==> src/rtl/rocc_share_pkg.sv <==
// Shared types and widths for the RoCC share arbiter.
package rocc_share_pkg;

  localparam int unsigned FUNCT_W  = 7;
  localparam int unsigned RD_W     = 5;
  // Widest XLEN the command buffer can hold; narrower XLEN uses the low bits.
  localparam int unsigned MAX_XLEN = 64;

  typedef enum logic [1:0] {
    StIdle,
    StIssue,
    StWaitResp
  } state_e;

  typedef struct packed {
    logic [FUNCT_W-1:0]  funct;
    logic [RD_W-1:0]     rd;
    logic                xd;
    logic [MAX_XLEN-1:0] rs1;
    logic [MAX_XLEN-1:0] rs2;
  } cmd_t;

endpackage

==> src/rtl/rocc_share_arbiter_if.sv <==
// Bus bundle between NUM_REQ RoCC requesters, the share arbiter and one accelerator.
// The acc_timeout signal exists only when ROCC_SHARE_ARB_TIMEOUT_EN is defined.
interface rocc_share_arbiter_if #(
  parameter int unsigned NUM_REQ = 2,
  parameter int unsigned XLEN    = 64
);
  import rocc_share_pkg::*;

  // Requester side
  logic [NUM_REQ-1:0]         req_cmd_valid;
  logic [NUM_REQ-1:0]         req_cmd_ready;
  logic [FUNCT_W*NUM_REQ-1:0] req_cmd_funct;
  logic [RD_W*NUM_REQ-1:0]    req_cmd_rd;
  logic [NUM_REQ-1:0]         req_cmd_xd;
  logic [XLEN*NUM_REQ-1:0]    req_cmd_rs1;
  logic [XLEN*NUM_REQ-1:0]    req_cmd_rs2;
  logic [NUM_REQ-1:0]         req_resp_valid;
  logic [NUM_REQ-1:0]         req_resp_ready;
  logic [RD_W-1:0]            req_resp_rd;
  logic [XLEN-1:0]            req_resp_data;
  logic [NUM_REQ-1:0]         req_busy;

  // Accelerator side
  logic                       acc_cmd_valid;
  logic                       acc_cmd_ready;
  logic [FUNCT_W-1:0]         acc_cmd_funct;
  logic [RD_W-1:0]            acc_cmd_rd;
  logic                       acc_cmd_xd;
  logic [XLEN-1:0]            acc_cmd_rs1;
  logic [XLEN-1:0]            acc_cmd_rs2;
  logic                       acc_resp_valid;
  logic                       acc_resp_ready;
  logic [RD_W-1:0]            acc_resp_rd;
  logic [XLEN-1:0]            acc_resp_data;
`ifdef ROCC_SHARE_ARB_TIMEOUT_EN
  logic                       acc_timeout;
`endif

  // Arbiter view
  modport slave (
    input  req_cmd_valid, req_cmd_funct, req_cmd_rd, req_cmd_xd, req_cmd_rs1, req_cmd_rs2,
    input  req_resp_ready,
    input  acc_cmd_ready, acc_resp_valid, acc_resp_rd, acc_resp_data,
    output req_cmd_ready, req_resp_valid, req_resp_rd, req_resp_data, req_busy,
    output acc_cmd_valid, acc_cmd_funct, acc_cmd_rd, acc_cmd_xd, acc_cmd_rs1, acc_cmd_rs2,
    output acc_resp_ready
`ifdef ROCC_SHARE_ARB_TIMEOUT_EN
    , output acc_timeout
`endif
  );

  // Environment view: requesters plus accelerator
  modport master (
    output req_cmd_valid, req_cmd_funct, req_cmd_rd, req_cmd_xd, req_cmd_rs1, req_cmd_rs2,
    output req_resp_ready,
    output acc_cmd_ready, acc_resp_valid, acc_resp_rd, acc_resp_data,
    input  req_cmd_ready, req_resp_valid, req_resp_rd, req_resp_data, req_busy,
    input  acc_cmd_valid, acc_cmd_funct, acc_cmd_rd, acc_cmd_xd, acc_cmd_rs1, acc_cmd_rs2,
    input  acc_resp_ready
`ifdef ROCC_SHARE_ARB_TIMEOUT_EN
    , input acc_timeout
`endif
  );

endinterface

==> src/rtl/rocc_rr_arbiter.sv <==
// Combinational round-robin arbiter: search starts one past last_grant and wraps.
module rocc_rr_arbiter #(
  parameter int unsigned NUM_REQ = 2,
  localparam int unsigned IDX_W  = $clog2(NUM_REQ)
) (
  input  logic [NUM_REQ-1:0] req,
  input  logic [IDX_W-1:0]   last_grant,
  input  logic               enable,
  output logic [NUM_REQ-1:0] grant,
  output logic [IDX_W-1:0]   grant_idx
);

  // First requester found after last_grant wins; at most one bit is set.
  always_comb begin
    logic              found;
    int unsigned       idx;
    logic [IDX_W-1:0]  sel;
    grant     = '0;
    grant_idx = '0;
    found     = 1'b0;
    idx       = 0;
    sel       = '0;
    for (int unsigned off = 1; off <= NUM_REQ; off++) begin
      idx = (32'(last_grant) + off) % NUM_REQ;
      sel = IDX_W'(idx);
      if (enable && !found && req[sel]) begin
        grant[sel] = 1'b1;
        grant_idx  = sel;
        found      = 1'b1;
      end
    end
  end

endmodule

==> src/rtl/rocc_share_arbiter.sv <==
// Shares one RoCC accelerator between NUM_REQ cores. One command is in flight at a time;
// commands with xd=1 keep the grant until the response reaches the owning requester.
// Optional response watchdog: define ROCC_SHARE_ARB_TIMEOUT_EN.
module rocc_share_arbiter
  import rocc_share_pkg::*;
#(
  parameter int unsigned NUM_REQ        = 2,
  parameter int unsigned XLEN           = 64,
  parameter int unsigned TIMEOUT_CYCLES = 1024
) (
  input logic                 clock,
  input logic                 reset,
  rocc_share_arbiter_if.slave bus
);

  localparam int unsigned IDX_W = $clog2(NUM_REQ);

  // Elaboration-time parameter sanity
  if (NUM_REQ < 2 || NUM_REQ > 8) begin : g_bad_num_req
    $error("NUM_REQ must be in 2..8");
  end
  if (XLEN > MAX_XLEN || XLEN == 0) begin : g_bad_xlen
    $error("XLEN must be in 1..MAX_XLEN");
  end
  if (TIMEOUT_CYCLES == 0) begin : g_bad_timeout
    $error("TIMEOUT_CYCLES must be nonzero");
  end

  state_e             state_q;
  logic [IDX_W-1:0]   owner_q;
  logic [IDX_W-1:0]   last_grant_q;
  cmd_t               cmd_q;
  logic               acc_cmd_valid_q;
  logic [NUM_REQ-1:0] busy_q;

  logic               arb_en;
  logic [NUM_REQ-1:0] grant;
  logic [IDX_W-1:0]   grant_idx;
  cmd_t               cmd_sel;
  logic               resp_fire;

`ifdef ROCC_SHARE_ARB_TIMEOUT_EN
  localparam int unsigned TIMER_W = $clog2(TIMEOUT_CYCLES + 1);
  logic [TIMER_W-1:0] timer_q;
  logic               timeout_q;
  logic               timer_expired;

  assign timer_expired   = (timer_q == TIMER_W'(TIMEOUT_CYCLES));
  assign bus.acc_timeout = timeout_q;
`endif

  // No acceptance while reset is held, even though the state already reads idle.
  assign arb_en = (state_q == StIdle) && reset;

  rocc_rr_arbiter #(
    .NUM_REQ (NUM_REQ)
  ) u_rr_arbiter (
    .req        (bus.req_cmd_valid),
    .last_grant (last_grant_q),
    .enable     (arb_en),
    .grant      (grant),
    .grant_idx  (grant_idx)
  );

  // Select the winning requester's command fields.
  always_comb begin
    cmd_sel                = '0;
    cmd_sel.funct          = bus.req_cmd_funct[FUNCT_W*grant_idx +: FUNCT_W];
    cmd_sel.rd             = bus.req_cmd_rd[RD_W*grant_idx +: RD_W];
    cmd_sel.xd             = bus.req_cmd_xd[grant_idx];
    cmd_sel.rs1[XLEN-1:0]  = bus.req_cmd_rs1[XLEN*grant_idx +: XLEN];
    cmd_sel.rs2[XLEN-1:0]  = bus.req_cmd_rs2[XLEN*grant_idx +: XLEN];
  end

  assign bus.req_cmd_ready = grant;
  assign bus.req_busy      = busy_q;
  assign bus.acc_cmd_valid = acc_cmd_valid_q;
  assign bus.acc_cmd_funct = cmd_q.funct;
  assign bus.acc_cmd_rd    = cmd_q.rd;
  assign bus.acc_cmd_xd    = cmd_q.xd;
  assign bus.acc_cmd_rs1   = cmd_q.rs1[XLEN-1:0];
  assign bus.acc_cmd_rs2   = cmd_q.rs2[XLEN-1:0];

  // Response path: zero-latency pass-through to the owner, only while waiting for it.
  always_comb begin
    bus.req_resp_valid = '0;
    bus.req_resp_rd    = '0;
    bus.req_resp_data  = '0;
    bus.acc_resp_ready = 1'b0;
    if (state_q == StWaitResp) begin
`ifdef ROCC_SHARE_ARB_TIMEOUT_EN
      if (timer_expired) begin
        // Synthesised zero response; the accelerator side is ignored.
        bus.req_resp_valid[owner_q] = 1'b1;
        bus.req_resp_rd             = cmd_q.rd;
      end else begin
`endif
        bus.req_resp_valid[owner_q] = bus.acc_resp_valid;
        bus.acc_resp_ready          = bus.req_resp_ready[owner_q];
        bus.req_resp_rd             = bus.acc_resp_rd;
        bus.req_resp_data           = bus.acc_resp_data;
`ifdef ROCC_SHARE_ARB_TIMEOUT_EN
      end
`endif
    end
  end

  assign resp_fire = |(bus.req_resp_valid & bus.req_resp_ready);

  // Control FSM with registered command buffer, valid and busy outputs.
  always_ff @(posedge clock or negedge reset) begin
    if (!reset) begin
      state_q         <= StIdle;
      owner_q         <= '0;
      last_grant_q    <= IDX_W'(NUM_REQ - 1);
      cmd_q           <= '0;
      acc_cmd_valid_q <= 1'b0;
      busy_q          <= '0;
`ifdef ROCC_SHARE_ARB_TIMEOUT_EN
      timer_q         <= '0;
      timeout_q       <= 1'b0;
`endif
    end else begin
      unique case (state_q)
        StIdle: begin
          if (|grant) begin
            cmd_q           <= cmd_sel;
            owner_q         <= grant_idx;
            last_grant_q    <= grant_idx;
            busy_q          <= grant;
            acc_cmd_valid_q <= 1'b1;
            state_q         <= StIssue;
          end
        end
        StIssue: begin
          if (bus.acc_cmd_ready) begin
            acc_cmd_valid_q <= 1'b0;
            if (cmd_q.xd) begin
              state_q <= StWaitResp;
`ifdef ROCC_SHARE_ARB_TIMEOUT_EN
              timer_q <= '0;
`endif
            end else begin
              state_q <= StIdle;
              busy_q  <= '0;
            end
          end
        end
        StWaitResp: begin
          if (resp_fire) begin
            state_q <= StIdle;
            busy_q  <= '0;
          end
`ifdef ROCC_SHARE_ARB_TIMEOUT_EN
          else if (!timer_expired) begin
            timer_q <= timer_q + 1'b1;
          end
          if (timer_expired) begin
            timeout_q <= 1'b1;
          end
`endif
        end
        default: state_q <= StIdle;
      endcase
    end
  end

endmodule

==> src/flat_wrapper.sv <==
// flat-port wrapper written by rule: the top's interface ports become plain ports
module rocc_share_arbiter_flat import rocc_share_pkg::*;
#(
  parameter int unsigned NUM_REQ        = 2,
  parameter int unsigned XLEN           = 64,
  parameter int unsigned TIMEOUT_CYCLES = 1024
)
  (clock, reset, bus_req_cmd_valid, bus_req_cmd_funct, bus_req_cmd_rd, bus_req_cmd_xd, bus_req_cmd_rs1, bus_req_cmd_rs2, bus_req_resp_ready, bus_acc_cmd_ready, bus_acc_resp_valid, bus_acc_resp_rd, bus_acc_resp_data, bus_req_cmd_ready, bus_req_resp_valid, bus_req_resp_rd, bus_req_resp_data, bus_req_busy, bus_acc_cmd_valid, bus_acc_cmd_funct, bus_acc_cmd_rd, bus_acc_cmd_xd, bus_acc_cmd_rs1, bus_acc_cmd_rs2, bus_acc_resp_ready);
  rocc_share_arbiter_if #(.NUM_REQ(NUM_REQ), .XLEN(XLEN)) bus_i ();
  input logic clock;
  input logic reset;
  input wire logic [$bits(bus_i.req_cmd_valid)-1:0] bus_req_cmd_valid;
  input wire logic [$bits(bus_i.req_cmd_funct)-1:0] bus_req_cmd_funct;
  input wire logic [$bits(bus_i.req_cmd_rd)-1:0] bus_req_cmd_rd;
  input wire logic [$bits(bus_i.req_cmd_xd)-1:0] bus_req_cmd_xd;
  input wire logic [$bits(bus_i.req_cmd_rs1)-1:0] bus_req_cmd_rs1;
  input wire logic [$bits(bus_i.req_cmd_rs2)-1:0] bus_req_cmd_rs2;
  input wire logic [$bits(bus_i.req_resp_ready)-1:0] bus_req_resp_ready;
  input wire logic [$bits(bus_i.acc_cmd_ready)-1:0] bus_acc_cmd_ready;
  input wire logic [$bits(bus_i.acc_resp_valid)-1:0] bus_acc_resp_valid;
  input wire logic [$bits(bus_i.acc_resp_rd)-1:0] bus_acc_resp_rd;
  input wire logic [$bits(bus_i.acc_resp_data)-1:0] bus_acc_resp_data;
  output wire logic [$bits(bus_i.req_cmd_ready)-1:0] bus_req_cmd_ready;
  output wire logic [$bits(bus_i.req_resp_valid)-1:0] bus_req_resp_valid;
  output wire logic [$bits(bus_i.req_resp_rd)-1:0] bus_req_resp_rd;
  output wire logic [$bits(bus_i.req_resp_data)-1:0] bus_req_resp_data;
  output wire logic [$bits(bus_i.req_busy)-1:0] bus_req_busy;
  output wire logic [$bits(bus_i.acc_cmd_valid)-1:0] bus_acc_cmd_valid;
  output wire logic [$bits(bus_i.acc_cmd_funct)-1:0] bus_acc_cmd_funct;
  output wire logic [$bits(bus_i.acc_cmd_rd)-1:0] bus_acc_cmd_rd;
  output wire logic [$bits(bus_i.acc_cmd_xd)-1:0] bus_acc_cmd_xd;
  output wire logic [$bits(bus_i.acc_cmd_rs1)-1:0] bus_acc_cmd_rs1;
  output wire logic [$bits(bus_i.acc_cmd_rs2)-1:0] bus_acc_cmd_rs2;
  output wire logic [$bits(bus_i.acc_resp_ready)-1:0] bus_acc_resp_ready;
  assign bus_i.req_cmd_valid = bus_req_cmd_valid;
  assign bus_i.req_cmd_funct = bus_req_cmd_funct;
  assign bus_i.req_cmd_rd = bus_req_cmd_rd;
  assign bus_i.req_cmd_xd = bus_req_cmd_xd;
  assign bus_i.req_cmd_rs1 = bus_req_cmd_rs1;
  assign bus_i.req_cmd_rs2 = bus_req_cmd_rs2;
  assign bus_i.req_resp_ready = bus_req_resp_ready;
  assign bus_i.acc_cmd_ready = bus_acc_cmd_ready;
  assign bus_i.acc_resp_valid = bus_acc_resp_valid;
  assign bus_i.acc_resp_rd = bus_acc_resp_rd;
  assign bus_i.acc_resp_data = bus_acc_resp_data;
  assign bus_req_cmd_ready = bus_i.req_cmd_ready;
  assign bus_req_resp_valid = bus_i.req_resp_valid;
  assign bus_req_resp_rd = bus_i.req_resp_rd;
  assign bus_req_resp_data = bus_i.req_resp_data;
  assign bus_req_busy = bus_i.req_busy;
  assign bus_acc_cmd_valid = bus_i.acc_cmd_valid;
  assign bus_acc_cmd_funct = bus_i.acc_cmd_funct;
  assign bus_acc_cmd_rd = bus_i.acc_cmd_rd;
  assign bus_acc_cmd_xd = bus_i.acc_cmd_xd;
  assign bus_acc_cmd_rs1 = bus_i.acc_cmd_rs1;
  assign bus_acc_cmd_rs2 = bus_i.acc_cmd_rs2;
  assign bus_acc_resp_ready = bus_i.acc_resp_ready;
  rocc_share_arbiter #(.NUM_REQ(NUM_REQ), .XLEN(XLEN), .TIMEOUT_CYCLES(TIMEOUT_CYCLES)) u_core (.clock(clock), .reset(reset), .bus(bus_i));
endmodule
==> config.mk <==
export PLATFORM = sky130hd
export DESIGN_NAME = rocc_share_arbiter_flat
export DESIGN_NICKNAME = d
export VERILOG_FILES = /design/src/rtl/rocc_share_pkg.sv /design/src/rtl/rocc_share_arbiter_if.sv /design/src/rtl/rocc_rr_arbiter.sv /design/src/rtl/rocc_share_arbiter.sv /design/src/flat_wrapper.sv
export SDC_FILE = /design/constraint.sdc
export NUM_CORES = 1
export LEC_CHECK = 0
export CORE_AREA = 2 2 227 229
export CTS_CLUSTER_DIAMETER = 120
export DETAILED_ROUTE_END_ITERATION = 6
export DIE_AREA = 0 0 229 231
export GPL_TIMING_DRIVEN = 0
export HOLD_SLACK_MARGIN = 0.06
export PLACE_DENSITY = 0.52
export SYNTH_ARGS = -nofsm -noshare
export SYNTH_HDL_FRONTEND = slang
export SYNTH_SLANG_ARGS = --single-unit
==> constraint.sdc <==
create_clock -name clock -period 1.9 [get_ports clock]
set_input_delay 0.38 -clock clock [delete_from_list [all_inputs] [get_ports clock]]
set_output_delay 0.38 -clock clock [all_outputs]
set_load 0.01 [all_outputs]
==> impl_metrics.sql <==
INSERT INTO impl_metrics (metric_group, metric, value, unit) VALUES
('grt', 'first_global_vias', '8624', ''),
('yosys', 'yosys-mux-area-fraction', '19.7', '%'),
('yosys', 'avgSynthCellArea', '10.0', 'um^2'),
('route', 'wl_per_cell', '20.7', 'um'),
('timing', 'finalSetupTns', '-27.02', 'ns'),
('pwr', 'pwr-share-seq', '26.3', '%'),
('cells_and_area', 'area_added_between_synthesis_and_finish', '126', '%'),
('route', 'drt-pass1-iter-count', '4', ''),
('yosys', 'yosys.area_share.adder', '0.845', '%'),
('route', 'detailedRoute.firstIterationViolations', '294', ''),
('cts', 'clk-insertion-delay-late', '0.48', 'ns'),
('route', 'ant_nets', '0', ''),
('yosys', 'edff_count_synth', '0', ''),
('route', 'vias', '8150', ''),
('pwr', 'power_report.internal_total', '0.0135', 'W'),
('timing', 'report.final.setup_viol', '202', ''),
('cts', 'clk_slew_on_worst_s_h_paths', '0.06', 'ns'),
('pwr', 'switching_power', '0.00748', 'W'),
('yosys', 'synth-warning-count', '0', ''),
('pwr', 'p_sw_share', '35.6', '%'),
('cts', 'cts.htree.levels', '4', ''),
('timing', 'max_slew.worst_pin.slew', '0.667', 'ns'),
('cts', 'cts-root-buf', 'sky130_fd_sc_hd__clkbuf_16', ''),
('cells_and_area', 'drive_above_1_share', '25.4', '%'),
('cells_and_area', 'design.final.nets', '1751', ''),
('cts', 'cts_sinks', '148', ''),
('min_path', 'holdCritPathClass', 'in2async', ''),
('yosys', 'post_synth_main_area_contributors', 'sky130_fd_sc_hd__dfrtp_1, sky130_fd_sc_hd__mux2i_1, sky130_fd_sc_hd__nand2_1, sky130_fd_sc_hd__o21ai_1, sky130_fd_sc_hd__and2_1', ''),
('floorplan', 'die_area', '52900', 'um^2'),
('timing', 'hold_viol_final', '67', ''),
('cells_and_area', 'post-route-cell-area', '16800', 'um^2'),
('cts', 'cts_tree', 'done', ''),
('yosys', 'synth.cells.most_frequent', 'sky130_fd_sc_hd__nand2_1, sky130_fd_sc_hd__dfrtp_1, sky130_fd_sc_hd__mux2i_1, sky130_fd_sc_hd__o21ai_1, sky130_fd_sc_hd__and2_1', ''),
('critical_path', 'required_time_reported_for_the_critical_path_endpoint', '1.52', 'ns'),
('floorplan', 'design.core.area', '50700', 'um^2'),
('yosys', 'post_synth_and_or_nand_nor_area_fraction', '14.4', '%'),
('yosys', 'synth_top_family_by_area', 'multiplexers', ''),
('cells_and_area', 'finalCoreUtilization', '33.1', '%'),
('floorplan', 'floorplan.die.height', '231', 'um'),
('cts', 'cts_made_buffers', '17', ''),
('place', 'placed_cell_area', '14100', 'um^2'),
('pwr', 'power_leakage', '7.50', 'nW'),
('pwr', 'power_density_over_the_cells', '1250', 'nW/um^2'),
('yosys', 'synth_compound_gate_area_share', '10.5', '%'),
('timing', 'clock-skew-final', '0.0210', 'ns'),
('place', 'dp_hpwl', '32700', 'um'),
('pwr', 'power.ir.vdd_worst', '0.473', 'mV'),
('yosys', 'syn-instance-count', '740', ''),
('yosys', 'synthesis.area', '7400', 'um^2'),
('critical_path', 'timing.critical_path.from_type', 'flop', ''),
('critical_path', 'worst_ep_arrival_time', '1.81', 'ns'),
('critical_path', 'setup.worst_path.end_class', 'primary output', ''),
('yosys', 'ys_seq_area_share', '50.0', '%'),
('floorplan', 'chipWidth', '229', 'um'),
('timing', 'finalCritPeriodShare', '115', '%'),
('grt', 'grt_max_degree', '81', ''),
('outcome', 'outcome', 'finished with violations', ''),
('route', 'detail_route.vias_per_cell', '3.91', ''),
('place', 'post-place-cells', '1997', ''),
('yosys', 'dominantRegCellSynth', 'sky130_fd_sc_hd__dfrtp_1', ''),
('floorplan', 'std_cell_rows', '83', ''),
('grt', 'first_pass_grt_wire_length', '60000', 'um'),
('grt', 'number_of_antenna_violations_at_the_first_check_in_global_routing', '1', ''),
('yosys', 'post-synth-top-count-cell', 'sky130_fd_sc_hd__nand2_1', ''),
('grt', 'globalRouteTotalUtil', '15.8', '%'),
('timing', 'timing.hold.ws', '-0.155', 'ns'),
('yosys', 'postSynthRegisterBits', '148', ''),
('timing', 'timing.final.ws_setup', '-0.290', 'ns'),
('yosys', 'library_cell_occupying_the_most_area_in_the_post_synthesis_netlist', 'sky130_fd_sc_hd__dfrtp_1', ''),
('outcome', 'violations', 'negative hold slack, negative setup slack', ''),
('grt', 'grt-ovfl-total', '0', '');
-- through the flow --
step	hold WS (ns)	setup slack, ns	power [W]
2_1_floorplan	0.0844	0.171	0.00920
3_3_place_gp	0.464	-8.23	0.0150
3_5_place_dp	0.387	-1.15	0.0151
4_1_cts	-0.137	-0.338	0.0204
5_1_grt	-0.121	-0.343	0.0222
6_report	-0.155	-0.290	0.0210
-- power by group through the flow --
stage | combinational (W) | sequential [W] | clock, W
3_3_place_gp | 0.00949 | 0.00549 | 0
4_1_cts | 0.0111 | 0.00554 | 0.00384
3_5_place_dp | 0.00950 | 0.00556 | 0
2_1_floorplan | 0.00307 | 0.00613 | 0
5_1_grt | 0.0126 | 0.00571 | 0.00395
6_report | 0.0118 | 0.00553 | 0.00370
-- worst max-delay path, cell delays in order, from the launching register on --
cell and delay (ns):
sky130_fd_sc_hd__dfrtp_1 0.39, sky130_fd_sc_hd__inv_2 0.13, sky130_fd_sc_hd__ha_4 0.18, sky130_fd_sc_hd__buf_8 0.11, sky130_fd_sc_hd__buf_12 0.14, sky130_fd_sc_hd__buf_8 0.12, sky130_fd_sc_hd__and2_4 0.15, sky130_fd_sc_hd__buf_6 0.09
-- timing repair --
action | in CTS | in global routing
pin swaps | 35 | 32
endpoints found under the setup margin | 223 | 220
endpoints found under the hold margin | 67 | 67
gates resized for setup | 625 | 161
gates cloned | 13 | 10
setup buffers | 19 | 13
-- cell usage in the layout (no fill, tap or decap), types with 2 or more instances in the layout --
master	count
sky130_fd_sc_hd__dfrtp_1	144
sky130_fd_sc_hd__o21ai_2	9
sky130_fd_sc_hd__mux2_1	2
sky130_fd_sc_hd__buf_4	20
sky130_fd_sc_hd__buf_8	20
sky130_fd_sc_hd__mux2i_2	27
sky130_fd_sc_hd__and2_1	7
sky130_fd_sc_hd__clkbuf_1	7
sky130_fd_sc_hd__bufinv_16	4
sky130_fd_sc_hd__clkbuf_16	28
sky130_fd_sc_hd__mux2i_1	84
sky130_fd_sc_hd__dfrtp_2	3
sky130_fd_sc_hd__buf_16	11
sky130_fd_sc_hd__clkbuf_2	9
sky130_fd_sc_hd__a21oi_1	2
sky130_fd_sc_hd__buf_2	8
sky130_fd_sc_hd__nand2_4	2
sky130_fd_sc_hd__o21ai_1	135
sky130_fd_sc_hd__clkinv_2	4
sky130_fd_sc_hd__inv_2	2
sky130_fd_sc_hd__nand2_1	149
sky130_fd_sc_hd__clkdlybuf4s50_1	501
sky130_fd_sc_hd__buf_12	20
sky130_fd_sc_hd__clkinv_4	2
sky130_fd_sc_hd__mux2i_4	31
sky130_fd_sc_hd__and2_4	62
sky130_fd_sc_hd__buf_6	79
sky130_fd_sc_hd__diode_2	2
sky130_fd_sc_hd__nor3_1	2
sky130_fd_sc_hd__ha_1	3
sky130_fd_sc_hd__ha_4	2
sky130_fd_sc_hd__clkbuf_8	2
sky130_fd_sc_hd__inv_1	3
-- flip-flops by register name, indices dropped and copies added (netlist names) --
name                      count
u_core.bus.acc_cmd_funct      7
u_core.bus.acc_cmd_rd         5
u_core.bus.acc_cmd_rs1       64
u_core.bus.acc_cmd_rs2       64
u_core.bus.acc_cmd_valid      1
u_core.bus.acc_cmd_xd         1
u_core.bus.req_busy           2
u_core.last_grant_q           1
u_core.owner_q                1
u_core.state_q                2
-- cells by family after synthesis --
kind of cell    Yosys count
fa+ha+maj                 5
mux                     145
buf+inv                  61
simple gates            231
flops                   148
compound gates          150
-- layer usage --
metal / routed length, um / vias up / track usage, %
met2: 23100 / 370 / 29.8
met3: 3020 / 42 / 4.90
met4: 1450 / 0 / 6.31
met1: 15600 / 3916 / 16.2
li1: - / 3822 / -
met5: 0 / - / 0
-- layout make-up --
type,count,area [um^2]
Inverter,6,27.5
Clock inverter,10,156
Timing Repair Buffer,629,6730
Buffer,54,703
Sequential cell,148,3710
Tap cell,680,851
Multi-Input combinational cell,531,4110
Clock buffer,22,464
Antenna cell,2,5.00
Fill cell,5251,33900
-- final timing paths --
kind / startpoint / to / slack (ns) / cells after the start
min reg2reg: u_core.last_grant_q / u_core.last_grant_q / 0.47 / 2
max reg2reg: u_core.state_q[1] / u_core.bus.acc_cmd_rs1[41] / -0.15 / 10
max in group asynchronous: reset / u_core.state_q[1] / 1.18 / 2
min in group clock: u_core.last_grant_q / u_core.last_grant_q / 0.47 / 2
min: reset / u_core.bus.acc_cmd_funct[0] / -0.15 / 1
max: u_core.state_q[0] / bus_req_resp_data[33] / -0.29 / 7
Power figures use the tool's default switching activity.
